### src/rtl/rt_ibex_window_pkg.sv
// Shared types and constants for the register-window sequencer.
//   window_ctrl_state_e   : sequencer FSM state encoding
//   depth_w()             : counter width needed to hold n_states distinct values
//   MAX_WINDOWS_SUPPORTED : largest register-window count the register file supports
package rt_ibex_window_pkg;

    localparam int unsigned MAX_WINDOWS_SUPPORTED = 16;
    localparam int unsigned STATS_DEPTH_W         = 8;
    localparam int unsigned STATS_OVF_W           = 16;

    typedef enum logic [2:0] {
        ST_IDLE,
        ST_SAVE,
        ST_INC,
        ST_DEC,
        ST_RESTORE
    } window_ctrl_state_e;

    // Width of a counter that must represent n_states values (0 .. n_states-1), min 1 bit.
    function automatic int unsigned depth_w(input int unsigned n_states);
        return (n_states <= 2) ? 1 : $clog2(n_states);
    endfunction

endpackage

### src/rtl/rt_ibex_window_depth_cnt.sv
// Saturating up/down depth counter.
//   clk_i, rst_ni : clock, asynchronous active-low reset
//   i_inc, i_dec  : count up / down (both at once cancel out)
//   o_cnt         : current count, 0 .. MAX
//   o_ovf, o_udf  : combinational flags, request to step past MAX / below 0 (count holds)
module rt_ibex_window_depth_cnt #(
    parameter int unsigned WIDTH = 2,
    parameter int unsigned MAX   = 3
) (
    input  logic             clk_i,
    input  logic             rst_ni,
    input  logic             i_inc,
    input  logic             i_dec,
    output logic [WIDTH-1:0] o_cnt,
    output logic             o_ovf,
    output logic             o_udf
);

    localparam logic [WIDTH-1:0] MAX_V = WIDTH'(MAX);

    logic [WIDTH-1:0] r_cnt;

    assign o_ovf = i_inc && !i_dec && (r_cnt == MAX_V);
    assign o_udf = i_dec && !i_inc && (r_cnt == '0);
    assign o_cnt = r_cnt;

    always_ff @(posedge clk_i or negedge rst_ni) begin
        if (!rst_ni) begin
            r_cnt <= '0;
        end else if (i_inc && !i_dec && !o_ovf) begin
            r_cnt <= r_cnt + 1'b1;
        end else if (i_dec && !i_inc && !o_udf) begin
            r_cnt <= r_cnt - 1'b1;
        end
    end

endmodule

### src/rtl/rt_ibex_window_ctrl.sv
// Register-window sequencer for interrupt entry / mret.
// Orders CSR save/restore against window-pointer moves, tracks hardware and
// software nesting depth, and acks every controller request with a 1-cycle pulse.
//   entry_req_i / exit_req_i   : held requests from the core controller
//   entry_ack_o / exit_ack_o   : completion pulses
//   sw_save_o / sw_restore_o   : qualify the acks: software stacks/unstacks context
//   window_full_i              : register file reports last window in use
//   save_csr_o, restore_csr_o, increment_ptr_o, decrement_ptr_o : register-file strobes
//   busy_o                     : sequence in flight
//   hw_depth_o                 : hardware nesting depth
//   err_o                      : mret at depth 0, software-depth overflow, or full-flag mismatch
// Optional build macro RT_IBEX_WINDOW_STATS_EN adds max_depth_o / overflow_cnt_o.
module rt_ibex_window_ctrl
    import rt_ibex_window_pkg::*;
#(
    parameter int unsigned NumRegisterWindows = 4,
    parameter int unsigned MaxSwDepth         = 15
) (
    input  logic                                      clk_i,
    input  logic                                      rst_ni,
    input  logic                                      entry_req_i,
    input  logic                                      exit_req_i,
    output logic                                      entry_ack_o,
    output logic                                      exit_ack_o,
    output logic                                      sw_save_o,
    output logic                                      sw_restore_o,
    input  logic                                      window_full_i,
    output logic                                      save_csr_o,
    output logic                                      restore_csr_o,
    output logic                                      increment_ptr_o,
    output logic                                      decrement_ptr_o,
    output logic                                      busy_o,
    output logic [depth_w(NumRegisterWindows)-1:0]    hw_depth_o,
    output logic                                      err_o
`ifdef RT_IBEX_WINDOW_STATS_EN
    ,
    output logic [STATS_DEPTH_W-1:0]                  max_depth_o,
    output logic [STATS_OVF_W-1:0]                    overflow_cnt_o
`endif
);

    localparam int unsigned HW_W = depth_w(NumRegisterWindows);
    localparam int unsigned SW_W = depth_w(MaxSwDepth + 1);
    localparam logic [HW_W-1:0] HW_LAST = HW_W'(NumRegisterWindows - 1);

    window_ctrl_state_e r_state;
    logic r_save, r_inc, r_dec, r_restore;
    logic r_entry_ack, r_exit_ack, r_sw_save, r_sw_restore, r_err;

    logic [HW_W-1:0] w_hw_depth;
    logic [SW_W-1:0] w_sw_depth;
    logic w_hw_ovf, w_hw_udf, w_sw_ovf, w_sw_udf;
    logic w_take, w_sw_entry_path, w_full_mismatch;
    logic w_hw_inc, w_hw_dec, w_sw_inc, w_sw_dec;

    // A request is still asserted in the cycle its ack is visible; skipping that
    // cycle keeps an IDLE-resolved (software/invalid) request from being taken twice.
    assign w_take = (r_state == ST_IDLE) && !(r_entry_ack || r_exit_ack);

    // Any outstanding software depth, or no hardware window left, forces software entry.
    assign w_sw_entry_path = window_full_i || (w_sw_depth != '0) || (w_hw_depth == HW_LAST);
    assign w_full_mismatch = window_full_i != (w_hw_depth == HW_LAST);

    // Depth moves on the edge that raises the corresponding ack, so hw_depth_o
    // already shows the new depth while the ack is visible.
    assign w_hw_inc = (r_state == ST_SAVE);
    assign w_hw_dec = (r_state == ST_DEC);
    assign w_sw_inc = w_take && entry_req_i && w_sw_entry_path;
    assign w_sw_dec = w_take && !entry_req_i && exit_req_i && (w_sw_depth != '0);

    rt_ibex_window_depth_cnt #(.WIDTH(HW_W), .MAX(NumRegisterWindows - 1)) u_hw_depth (
        .clk_i  (clk_i),
        .rst_ni (rst_ni),
        .i_inc  (w_hw_inc),
        .i_dec  (w_hw_dec),
        .o_cnt  (w_hw_depth),
        .o_ovf  (w_hw_ovf),
        .o_udf  (w_hw_udf)
    );

    rt_ibex_window_depth_cnt #(.WIDTH(SW_W), .MAX(MaxSwDepth)) u_sw_depth (
        .clk_i  (clk_i),
        .rst_ni (rst_ni),
        .i_inc  (w_sw_inc),
        .i_dec  (w_sw_dec),
        .o_cnt  (w_sw_depth),
        .o_ovf  (w_sw_ovf),
        .o_udf  (w_sw_udf)
    );

    always_ff @(posedge clk_i or negedge rst_ni) begin
        if (!rst_ni) begin
            r_state      <= ST_IDLE;
            r_save       <= 1'b0;
            r_inc        <= 1'b0;
            r_dec        <= 1'b0;
            r_restore    <= 1'b0;
            r_entry_ack  <= 1'b0;
            r_exit_ack   <= 1'b0;
            r_sw_save    <= 1'b0;
            r_sw_restore <= 1'b0;
            r_err        <= 1'b0;
        end else begin
            r_save       <= 1'b0;
            r_inc        <= 1'b0;
            r_dec        <= 1'b0;
            r_restore    <= 1'b0;
            r_entry_ack  <= 1'b0;
            r_exit_ack   <= 1'b0;
            r_sw_save    <= 1'b0;
            r_sw_restore <= 1'b0;
            r_err        <= 1'b0;
            case (r_state)
                ST_IDLE: begin
                    r_err <= w_full_mismatch;
                    if (w_take && entry_req_i) begin
                        if (w_sw_entry_path) begin
                            r_entry_ack <= 1'b1;
                            r_sw_save   <= 1'b1;
                            if (w_sw_ovf) r_err <= 1'b1;
                        end else begin
                            r_state <= ST_SAVE;
                            r_save  <= 1'b1;
                        end
                    end else if (w_take && exit_req_i) begin
                        if (w_sw_depth != '0) begin
                            r_exit_ack   <= 1'b1;
                            r_sw_restore <= 1'b1;
                        end else if (w_hw_depth != '0) begin
                            r_state <= ST_DEC;
                            r_dec   <= 1'b1;
                        end else begin
                            r_exit_ack <= 1'b1;
                            r_err      <= 1'b1;
                        end
                    end
                end
                ST_SAVE: begin
                    r_state     <= ST_INC;
                    r_inc       <= 1'b1;
                    r_entry_ack <= 1'b1;
                end
                ST_DEC: begin
                    r_state    <= ST_RESTORE;
                    r_restore  <= 1'b1;
                    r_exit_ack <= 1'b1;
                end
                default: r_state <= ST_IDLE;
            endcase
            // Counter guards should never trip; surface it if they do.
            if (w_hw_ovf || w_hw_udf || w_sw_udf) r_err <= 1'b1;
        end
    end

    assign save_csr_o      = r_save;
    assign increment_ptr_o = r_inc;
    assign decrement_ptr_o = r_dec;
    assign restore_csr_o   = r_restore;
    assign entry_ack_o     = r_entry_ack;
    assign exit_ack_o      = r_exit_ack;
    assign sw_save_o       = r_sw_save;
    assign sw_restore_o    = r_sw_restore;
    assign err_o           = r_err;
    assign busy_o          = (r_state != ST_IDLE);
    assign hw_depth_o      = w_hw_depth;

`ifdef RT_IBEX_WINDOW_STATS_EN
    logic [STATS_DEPTH_W-1:0] r_max_depth, w_depth_sum;
    logic [STATS_OVF_W-1:0]   r_ovf_cnt;

    assign w_depth_sum = STATS_DEPTH_W'(w_hw_depth) + STATS_DEPTH_W'(w_sw_depth);

    always_ff @(posedge clk_i or negedge rst_ni) begin
        if (!rst_ni) begin
            r_max_depth <= '0;
            r_ovf_cnt   <= '0;
        end else begin
            if (w_depth_sum > r_max_depth) r_max_depth <= w_depth_sum;
            if (w_sw_inc && (r_ovf_cnt != '1)) r_ovf_cnt <= r_ovf_cnt + 1'b1;
        end
    end

    assign max_depth_o    = r_max_depth;
    assign overflow_cnt_o = r_ovf_cnt;
`endif

endmodule

### config.mk
export PLATFORM = sky130hd
export DESIGN_NAME = rt_ibex_window_ctrl
export DESIGN_NICKNAME = d
export VERILOG_FILES = /design/src/rtl/rt_ibex_window_pkg.sv /design/src/rtl/rt_ibex_window_depth_cnt.sv /design/src/rtl/rt_ibex_window_ctrl.sv
export SDC_FILE = /design/constraint.sdc
export NUM_CORES = 1
export LEC_CHECK = 0
export CORE_UTILIZATION = 47
export DETAILED_ROUTE_END_ITERATION = 10
export GPL_TIMING_DRIVEN = 0
export PLACE_DENSITY_LB_ADDON = 0.12
export SYNTH_ARGS = -nofsm -noshare
export SYNTH_HDL_FRONTEND = slang
export SYNTH_HIERARCHICAL = 1
export SYNTH_SLANG_ARGS = --single-unit
### constraint.sdc
create_clock -name clk_i -period 5.6 [get_ports clk_i]
set_input_delay 1.12 -clock clk_i [delete_from_list [all_inputs] [get_ports clk_i]]
set_output_delay 1.12 -clock clk_i [all_outputs]
set_load 0.01 [all_outputs]
==> flow_summary.yaml <==
placement:
  final_estimated_routing_congestion_in_global_placement: 0.708
  io_buf_count: 16
  place.detailed.hpwl_um: 1160
sta:
  skew_ns: 0.00198
  worst_slew_pin_slew_ns: 0.747
  min_period_ns: 3.37
  achievable-frequency_ghz: 0.297
  timing.max_slew.rel_slack_pct: 50.1
  layout_worst_path_cycle_share_pct: 60.1
  hold_viol: 0
  rsz0062_at_grt: "false"
  whs_ns: 0.521
  finalSetupViolCount: 0
  finalSetupTns_ns: 0
  slew_viol_final: 0
pwr:
  post-layout-total-power_uw: 620
  powerDensity_mw_per_mm2: 545
  static_leakage_uw: 0.000510
  maximum_vdd_drop_mv: 0.319
setup_path:
  crit_path_max_fanout: 5
  critical_path.top_delay_family: "simple AND/OR/NAND/NOR gates"
  path_buf_inv: 1
  slowest_delay_ns: 0.47
  data_required_time_of_the_critical_path_ns: 5.82
  timing.rr.end: "u_sw_depth/o_cnt[3]"
  startpoint_type: "input pin"
  cell_chain_of_the_critical_path: "clkdlybuf4s50_1, nand3_1, nor3b_1, nand3b_1, ha_1, a21o_2, a21oi_1, mux2i_1, xor2_1"
  worst-endpoint-arrival_ns: 3.59
  r2r_setup_slack_ns: 2.55
  critical_path_class: "in2reg"
  timing.reg2reg.worst_path_depth: 9
  slowest_stage: "clkdlybuf4s50_1"
  setup.worst_path.end_class: "register"
  critical_path.reg2reg.startpoint: "u_sw_depth/o_cnt[1]"
clocking:
  ctsHoldBuffers: 0
  cts_setup_buffers: 0
  clkLatencyLatePin_ns: 0.29
  cts_tree: "done"
  htreeDepth: 1
  cts_sinks: 18
  clk_transition_reported_paths_ns: 0.10
  cts-root-buf: "clkbuf_4"
  numCtsBuffers: 3
  clock_tree.buffer_depth: 2
  cts_repair_resize_count: 0
logic_synthesis:
  synthesis.yosys.warnings: 6
  synth_nets: 90
  syn_area_sq_um: 911
  postSynthCellCount: 82
  ys_types: 35
  syn-mean-instance-area_sq_um: 11.1
  share_of_synthesized_area_occupied_by_flip_flops_and_latches_pct: 49.5
  yosys_register_bits: 18
floorplan:
  floorplan.die.width_um: 46.0
  number_of_standard_cell_rows_in_the_floorplan: 15
  initial_core_util_pct: 51.6
  fp.dieH_um: 46.0
  floorplan.core_area_sq_mm: 0.00176
  io_pins: 17
  floorplan.die_area_sq_mm: 0.00212
hold_path:
  timing.hold.worst.start: "r_state[2]"
  holdPathStages: 1
  hold_path_class: "reg2reg"
  min_delay_worst_endpoint: "r_state[2]"
global_routing:
  first_global_vias: 619
  antenna_violations_before_repair: 0
  global_route_wire_length_before_repair_um: 2660
  grt-ovfl-total: 0
  pin_count_of_the_biggest_net_entering_global_routing: 19
  grt.total_usage_pct: 18.0
detailed_routing:
  drt-pass1-iter-count: 4
  routed_via_density: 5.24
  route.final.wire_length_um: 1570
  detail_route.drc_violations: 0
  dr.first_iter.drc_count: 9
  detail_route.wl_per_cell_um: 12.3
  overall_via_count_from_detail_route: 666
  final_antenna_net_count: 0
status:
  status: "completed"
finish:
  antennaDiodeCount: 0
  multi_input_area_sq_um: 453
  post_route_cells_drive_above_1_share_pct: 15.7
  register_area_sq_um: 450
  nNetsFinal: 111
  area.growth.synth_to_final_pct: 25.0
  final.fill_count: 156
flow_run:
  max-cap-violations: 0
area by class of cell:
class / instances / share of cell area [%]
Clock buffer: 4 / 3.19
Inverter: 2 / 0.659
Multi-Input combinational cell: 62 / 39.8
Sequential cell: 18 / 39.6
Tap cell: 25 / 2.75
Timing Repair Buffer: 16 / 14.1
flip-flops by register name, summed over array words and instances (netlist names):
name              flops
decrement_ptr_o       1
entry_ack_o           1
err_o                 1
exit_ack_o            1
increment_ptr_o       1
r_state               3
restore_csr_o         1
save_csr_o            1
sw_restore_o          1
sw_save_o             1
u_hw_depth/o_cnt      2
u_sw_depth/o_cnt      4
metal layers:
metal	global-route usage, %	routed length (um)	vias up
met5	0	0	-
met4	10.0	13	0
met3	3.57	60	2
met2	26.2	730	15
met1	24.8	762	315
li1	-	-	334
synth_stat cells (all sizes together):
master  instances  area share, %
nor2            8            3.3
nor2b           3            3.2
nor3            3            2.2
inv             2           0.82
a21o            1           0.96
nand3           2            1.1
nor3b           5            4.1
and3b           1           0.96
dfrtp          18             49
fa              1            2.2
a21oi           5            3.2
mux2i           1            1.1
and3            3            2.1
or3             1           0.69
or2             2            1.4
o41ai           1           0.96
ha              2            2.7
xor2            4            3.8
nand2b          2            1.4
mux2            2            2.5
o22ai           1           0.69
nand3b          2            2.1
or4             2            2.5
nand2           5            2.3
o21ai           1           0.55
or3b            1            1.2
nand4           1           0.69
a211oi          1           0.82
a221o           1            1.1
layout by cell type, fill, tap and decap left out, types with 2 or more instances in the layout:
cell type | netlist | layout
a21oi_1 | 4 | 4
and3_1 | 3 | 3
clkbuf_4 | 0 | 3
clkdlybuf4s50_1 | 0 | 16
dfrtp_1 | 18 | 18
ha_1 | 2 | 2
inv_1 | 2 | 2
mux2_1 | 2 | 2
nand2_1 | 4 | 4
nand2b_1 | 2 | 2
nand3_1 | 2 | 2
nor2_1 | 8 | 8
nor3_1 | 2 | 2
nor3b_1 | 5 | 5
or2_2 | 2 | 2
or4_4 | 2 | 2
xor2_1 | 4 | 4
through the flow:
stage	cells	setup slack, ns	util (%)	instance area, sq um
6_report	127	2.23	64.5	1140
5_1_grt	127	2.07	64.5	1140
4_1_cts	127	2.24	64.5	1140
3_5_place_dp	123	1.94	62.5	1100
3_3_place_gp	123	2.05	62.5	1100
2_1_floorplan	82	2.71	-	911
worst register-to-register path, delay by kind of cell, from the launching register on:
kind            cells  cell delay (ns)
mux                 1             0.27
xor+xnor            1             0.17
compound gates      2             0.41
fa+ha+maj           1             0.28
simple gates        4             1.38
flops               1             0.47
worst max path at each step:
stage	startpoint	endpoint	slack [ns]	cells after the start
final	exit_req_i	u_sw_depth/o_cnt[3]	2.23	9
after global routing	exit_req_i	u_sw_depth/o_cnt[3]	2.07	9
after global placement	entry_req_i	u_sw_depth/o_cnt[3]	2.05	9
after detailed placement	exit_req_i	u_sw_depth/o_cnt[3]	1.94	9
after CTS	exit_req_i	u_sw_depth/o_cnt[3]	2.24	9
after floorplan	window_full_i	u_sw_depth/o_cnt[3]	2.71	8
cell families after synthesis:
group,Yosys count,share of synthesized area [%]
adders and majority gates,3,4.94
and+or+nand+nor,41,29.1
buffers and inverters,2,0.824
muxes,3,3.57
xor gates and xnor gates,4,3.85
DFF,18,49.5
AOI/OAI and AO/OA,11,8.24
power by group:
group	switching (uW)	total, uW	internal [uW]
clock	39.8	79.4	39.6
combinational	149	313	164
sequential	50.9	228	177
(Power assumes the default switching activity.)
